**config.mk**
```make
export PLATFORM = sky130hd
export DESIGN_NAME = score_tracker
export DESIGN_NICKNAME = d
export VERILOG_FILES = /design/src/rtl/score_tracker.sv
export SDC_FILE = /design/constraint.sdc
export NUM_CORES = 1
export LEC_CHECK = 0
export CORE_MARGIN = 2
export CORE_UTILIZATION = 56
export CTS_CLUSTER_SIZE = 8
export DETAILED_ROUTE_END_ITERATION = 6
export PLACE_DENSITY = 0.86
export REMOVE_ABC_BUFFERS = 1
export SETUP_SLACK_MARGIN = 0.3
export SKIP_LAST_GASP = 1
export SLEW_MARGIN = 5
export SYNTH_ARGS = -nofsm -noshare
export SYNTH_HDL_FRONTEND = slang
export SYNTH_SLANG_ARGS = --single-unit
```
**constraint.sdc**
```tcl
create_clock -name Clk -period 8 [get_ports Clk]
set_input_delay 1.2 -clock Clk [delete_from_list [all_inputs] [get_ports Clk]]
set_output_delay 1.2 -clock Clk [all_outputs]
set_load 0.03 [all_outputs]
```
**src/rtl/score_tracker.sv**
```systemverilog
// score_tracker: judgement score/combo accumulator with a timed popup sprite.
//
// Parameters:
//   POPUP_FRAMES  vs rising edges a popup stays visible (1..255)
//   HIT_PTS       base points for a hit
//   GOOD_PTS      base points for a good
// Optional feature macro: SCORE_COMBO_BONUS_EN
//   When defined, a hit or good also adds (combo before the update >> 3).
//
// Ports:
//   Clk           system clock, all state on rising edge
//   Reset_n       asynchronous active-low reset
//   vs            vertical sync level, synchronous to Clk
//   song_start    one-cycle pulse, clears score state for a new song
//   judge_valid   one-cycle pulse, judgement event
//   judge_code    01 hit, 10 good, 11 miss, 00 ignored
//   score         accumulated score (saturates at 16'hFFFF)
//   combo         consecutive hit/good count (saturates at 255)
//   max_combo     highest combo this song
//   popup_active  popup sprite visible
//   popupID       popup sprite ID (8 hit, A good, 9 miss, 0 idle)
//   popupX/Y      fixed popup position
module score_tracker #(
  parameter int unsigned POPUP_FRAMES = 30,
  parameter int unsigned HIT_PTS      = 100,
  parameter int unsigned GOOD_PTS     = 50
) (
  input  logic        Clk,
  input  logic        Reset_n,
  input  logic        vs,
  input  logic        song_start,
  input  logic        judge_valid,
  input  logic [1:0]  judge_code,
  output logic [15:0] score,
  output logic [7:0]  combo,
  output logic [7:0]  max_combo,
  output logic        popup_active,
  output logic [3:0]  popupID,
  output logic [9:0]  popupX,
  output logic [9:0]  popupY
);

  typedef enum logic {IDLE, SHOW} state_t;

  state_t      state_q, state_d;
  logic [7:0]  cnt_q, cnt_d;
  logic [15:0] score_q, score_d;
  logic [7:0]  combo_q, combo_d;
  logic [7:0]  max_combo_q, max_combo_d;
  logic [3:0]  popup_id_q, popup_id_d;
  logic        popup_active_q, popup_active_d;
  logic        vs_q, vs_d;

  logic        accept;
  logic        vs_rise;
  logic        is_hit, is_good, is_miss;
  logic [16:0] add_pts;
  logic [16:0] sum;
  logic [7:0]  combo_new;

  always_comb begin
    vs_d    = vs;
    vs_rise = vs & ~vs_q;
    // song_start drops a coincident event
    accept  = judge_valid && (judge_code != 2'b00) && !song_start;
    is_hit  = (judge_code == 2'b01);
    is_good = (judge_code == 2'b10);
    is_miss = (judge_code == 2'b11);

    add_pts = '0;
    if (is_hit)  add_pts = 17'(HIT_PTS);
    if (is_good) add_pts = 17'(GOOD_PTS);
`ifdef SCORE_COMBO_BONUS_EN
    if (is_hit || is_good) add_pts = add_pts + 17'(combo_q >> 3);
`endif
    sum = {1'b0, score_q} + add_pts;

    combo_new = combo_q;
    if (is_miss)                combo_new = '0;
    else if (combo_q != 8'hFF)  combo_new = combo_q + 8'd1;

    state_d     = state_q;
    cnt_d       = cnt_q;
    score_d     = score_q;
    combo_d     = combo_q;
    max_combo_d = max_combo_q;
    popup_id_d  = popup_id_q;

    if (song_start) begin
      score_d     = '0;
      combo_d     = '0;
      max_combo_d = '0;
      state_d     = IDLE;
      cnt_d       = '0;
      popup_id_d  = 4'h0;
    end else if (accept) begin
      // Event wins over a coincident vs rise: reload, no decrement
      score_d     = sum[16] ? '1 : sum[15:0];
      combo_d     = combo_new;
      max_combo_d = (combo_new > max_combo_q) ? combo_new : max_combo_q;
      state_d     = SHOW;
      cnt_d       = 8'(POPUP_FRAMES);
      popup_id_d  = is_hit ? 4'h8 : (is_good ? 4'hA : 4'h9);
    end else if (state_q == SHOW && vs_rise) begin
      if (cnt_q == 8'd1) begin
        state_d    = IDLE;
        cnt_d      = '0;
        popup_id_d = 4'h0;
      end else begin
        cnt_d = cnt_q - 8'd1;
      end
    end

    popup_active_d = (state_d == SHOW);
  end

  always_ff @(posedge Clk or negedge Reset_n) begin
    if (!Reset_n) begin
      state_q        <= IDLE;
      cnt_q          <= '0;
      score_q        <= '0;
      combo_q        <= '0;
      max_combo_q    <= '0;
      popup_id_q     <= 4'h0;
      popup_active_q <= 1'b0;
      vs_q           <= 1'b0;
    end else begin
      state_q        <= state_d;
      cnt_q          <= cnt_d;
      score_q        <= score_d;
      combo_q        <= combo_d;
      max_combo_q    <= max_combo_d;
      popup_id_q     <= popup_id_d;
      popup_active_q <= popup_active_d;
      vs_q           <= vs_d;
    end
  end

  assign score        = score_q;
  assign combo        = combo_q;
  assign max_combo    = max_combo_q;
  assign popup_active = popup_active_q;
  assign popupID      = popup_id_q;
  assign popupX       = 10'h140;
  assign popupY       = 10'h0F0;

endmodule

```
==> flow_metrics.py <==
metrics = {
    "status": {
        "status": "finished, final reports clean",
    },
    "worst_hold_path": {
        "holdCritStartpoint": "score[0]",
        "hp-class": "reg -> reg",
    },
    "worst_setup_path": {
        "critPathMaxStageDelay_ns": 0.63,
        "cp_data_required_time_ns": 8.22,
        "crit_arrival_ns": 4.23,
        "startpoint": "judge_code[1]",
        "timing.rr.start": "combo[0]",
        "path_max_fanout": 10,
        "slowest_stage": "a311oi_4",
        "path_class": "in -> reg",
        "endpoint_kind": "flip-flop",
        "crit_chain": "clkdlybuf4s50_1, ha_1, inv_1, o211a_1, or2_2, ha_1, nand4_1, o21ai_0, a311oi_4, mux2i_1",
        "cpMostUsedCell": "ha_1",
        "cp-start-kind": "input port",
    },
    "die": {
        "coreArea_um2": 5140,
        "fp.dieArea_um2": 5990,
        "die_h_um": 77.4,
        "initial_utilization": 0.587,
        "rows": 26,
        "ioPinCount": 64,
        "dieWidth_um": 77.4,
    },
    "final_layout": {
        "seq_area_um2": 1100,
        "multiInputGateArea_um2": 1700,
        "area_growth_syn_to_layout_pct": 16.2,
        "nFillCells": 440,
        "final_cells": 440,
        "num_antenna_cells": 0,
        "layout-drive-gt1-share": 0.0514,
        "final_nets": 398,
    },
    "power": {
        "leakage_nw": 1.48,
        "p_per_area_nw_per_um2": 146,
        "vdd.ir_drop.worst_mv": 0.104,
    },
    "sta": {
        "setup_viol": 0,
        "slew_viol_final": 0,
        "relSlewSlack": 0.365,
        "period_needed_ns": 4.00,
        "hold_viol_final": 0,
        "clock_skew_ns": 0.00881,
        "tightest_slew_ns": 0.953,
        "timing.final.crit_share": 0.500,
        "final.setup.tns_ns": 0,
        "rsz0062_at_grt": "false",
        "max_freq_ghz": 0.250,
    },
    "placed_design": {
        "numPortBuffers": 42,
        "gp_congestion": 0.906,
        "place_inst": 432,
        "hpwl_um": 4860,
    },
    "drt": {
        "drtAntennaViolNets": 0,
        "drc": 0,
        "drtPass1Iterations": 6,
        "wl_um": 6970,
        "wire_per_inst_um": 15.8,
        "num_vias": 2647,
        "drt_iter0_markers": 270,
        "avgViaCountPerCell": 6.02,
    },
    "grt": {
        "grtUsageTotal": 0.231,
        "first_global_vias": 2394,
        "grt_overflow": 0,
        "grt_max_degree": 45,
        "antenna_found_initial": 0,
        "grt_pass1_wl_um": 11300,
    },
    "yosys": {
        "yosysSeqAreaShare": 0.365,
        "synth_top_area_cell": "dfrtp_1",
        "ys.flop_type": "dfrtp_1",
        "yosysMostFrequentCell": "dfrtp_1",
        "synthTopCellsByArea": "dfrtp_1, ha_1, buf_4, a21oi_1, mux2i_1",
        "ys_ff_latch": 44,
        "yosysUniqueCellTypes": 53,
        "yosys-top-cells-count": "dfrtp_1, a21oi_1, buf_4",
        "netlist_instances": 334,
        "yosysWarnings": 0,
        "syn_area_um2": 3020,
        "synth_edf_count": 0,
        "avgSynthCellArea_um2": 9.03,
        "synth_top_area_frac": 0.365,
        "async_flop_share": 1.00,
    },
    "cts": {
        "cts_buffers": 5,
        "clk_latency_ns": 0.30,
        "root_buffer": "clkbuf_8",
        "post_cts_resize_count": 0,
        "htree_levels": 2,
        "cts_setup_buffers": 0,
        "clkSlewWorstSetupHoldPaths_ns": 0.09,
        "cts_sinks": 44,
        "cts_hold_buf": 0,
        "cts.path.max_buffers": 2,
        "cts_tree": "done",
    },
    "run": {
        "maxCapViolations": 0,
    },
}
==> per-stage QoR <==
step	setup WS, ns	total power [W]	hold WS [ns]	area (um^2)	utilization
floorplan	4.42	0.000306	0.565	2870	-
global placement	3.81	0.000337	0.504	3390	0.659
detailed placement	3.73	0.000340	0.514	3390	0.659
CTS	4.03	0.000516	0.527	3500	0.682
global route	3.81	0.000536	0.561	3500	0.682
finish	4.00	0.000513	0.524	3500	0.682
==> power by group <==
part / switching [W] / internal (W) / total, W
sequential: 0.00000799 / 0.000229 / 0.000237
combinational: 0.0000670 / 0.0000330 / 0.000100
clock: 0.0000822 / 0.0000942 / 0.000176
total: 0.000157 / 0.000356 / 0.000513
==> critical path, delay by kind of cell <==
family          cells  cell delay, ns
mux                 1            0.25
simple gates        2            0.39
fa+ha+maj           2            0.69
buf+inv             2            0.73
compound gates      3            0.96
==> layer usage <==
| layer | GRT usage | share of wire | vias up |
|---|---|---|---|
| li1 | - | - | 1262 |
| met1 | 0.307 | 0.43 | 1262 |
| met2 | 0.390 | 0.50 | 107 |
| met3 | 0.0465 | 0.057 | 16 |
| met4 | 0.0571 | 0.015 | 0 |
| met5 | 0 | 0 | - |
==> path summary, 6_finish.rpt <==
| check | slack (ns) | endpoint | cells after the start |
|---|---|---|---|
| min reg2reg | 0.52 | score[0] | 2 |
| max reg2reg | 4.95 | max_combo[6] | 9 |
| max | 4.00 | max_combo[6] | 10 |
| min in group asynchronous | 1.05 | max_combo[7] | 1 |
| max in group asynchronous | 6.37 | cnt_q[7] | 1 |
| min | 0.52 | score[0] | 2 |
==> placed cells by master (no fill, tap or decap), types with 2 or more instances in the layout <==
master and n:
dfrtp_1 44, clkdlybuf4s50_1 41, a21oi_1 30, ha_1 21, conb_1 21, nand2_1 20, inv_1 18, nor2_1 16
nand3_1 15, o21ai_0 15, nor3_1 14, mux2i_1 12, a31oi_1 11, nand4_1 10, or4_1 6, and3_1 5
nor2b_1 5, clkbuf_8 5, and4_1 4, o21a_1 3, and2_1 3, a21o_1 3, nand4b_1 3, a211oi_1 3
o31ai_1 3, xnor2_1 3, and4b_1 2, o211ai_1 2, a41oi_1 2, a311oi_1 2, buf_4 2
==> kinds of logic after synthesis <==
kind of cell    after synthesis  share of synthesized area
simple gates                113                      0.213
compound gates               84                      0.181
buf+inv                      53                     0.0938
flops                        44                      0.365
fa+ha+maj                    22                     0.0938
mux                          12                     0.0398
xor+xnor                      4                     0.0116
other cells                   2                    0.00249
==> final cells by class <==
cell class / instances / area share
Clock buffer: 5 / 0.0196
Clock inverter: 3 / 0.0132
Inverter: 18 / 0.0193
Multi-Input combinational cell: 256 / 0.486
Sequential cell: 44 / 0.314
Tap cell: 70 / 0.0250
Timing Repair Buffer: 44 / 0.123
==> registers in the layout, summed over array words and instances (netlist names) <==
| register | flops |
|---|---|
| max_combo | 8 |
| vs_q | 1 |
| score | 16 |
| popupID | 3 |
| cnt_q | 8 |
| combo | 8 |
Power figures use the tool's default switching activity.
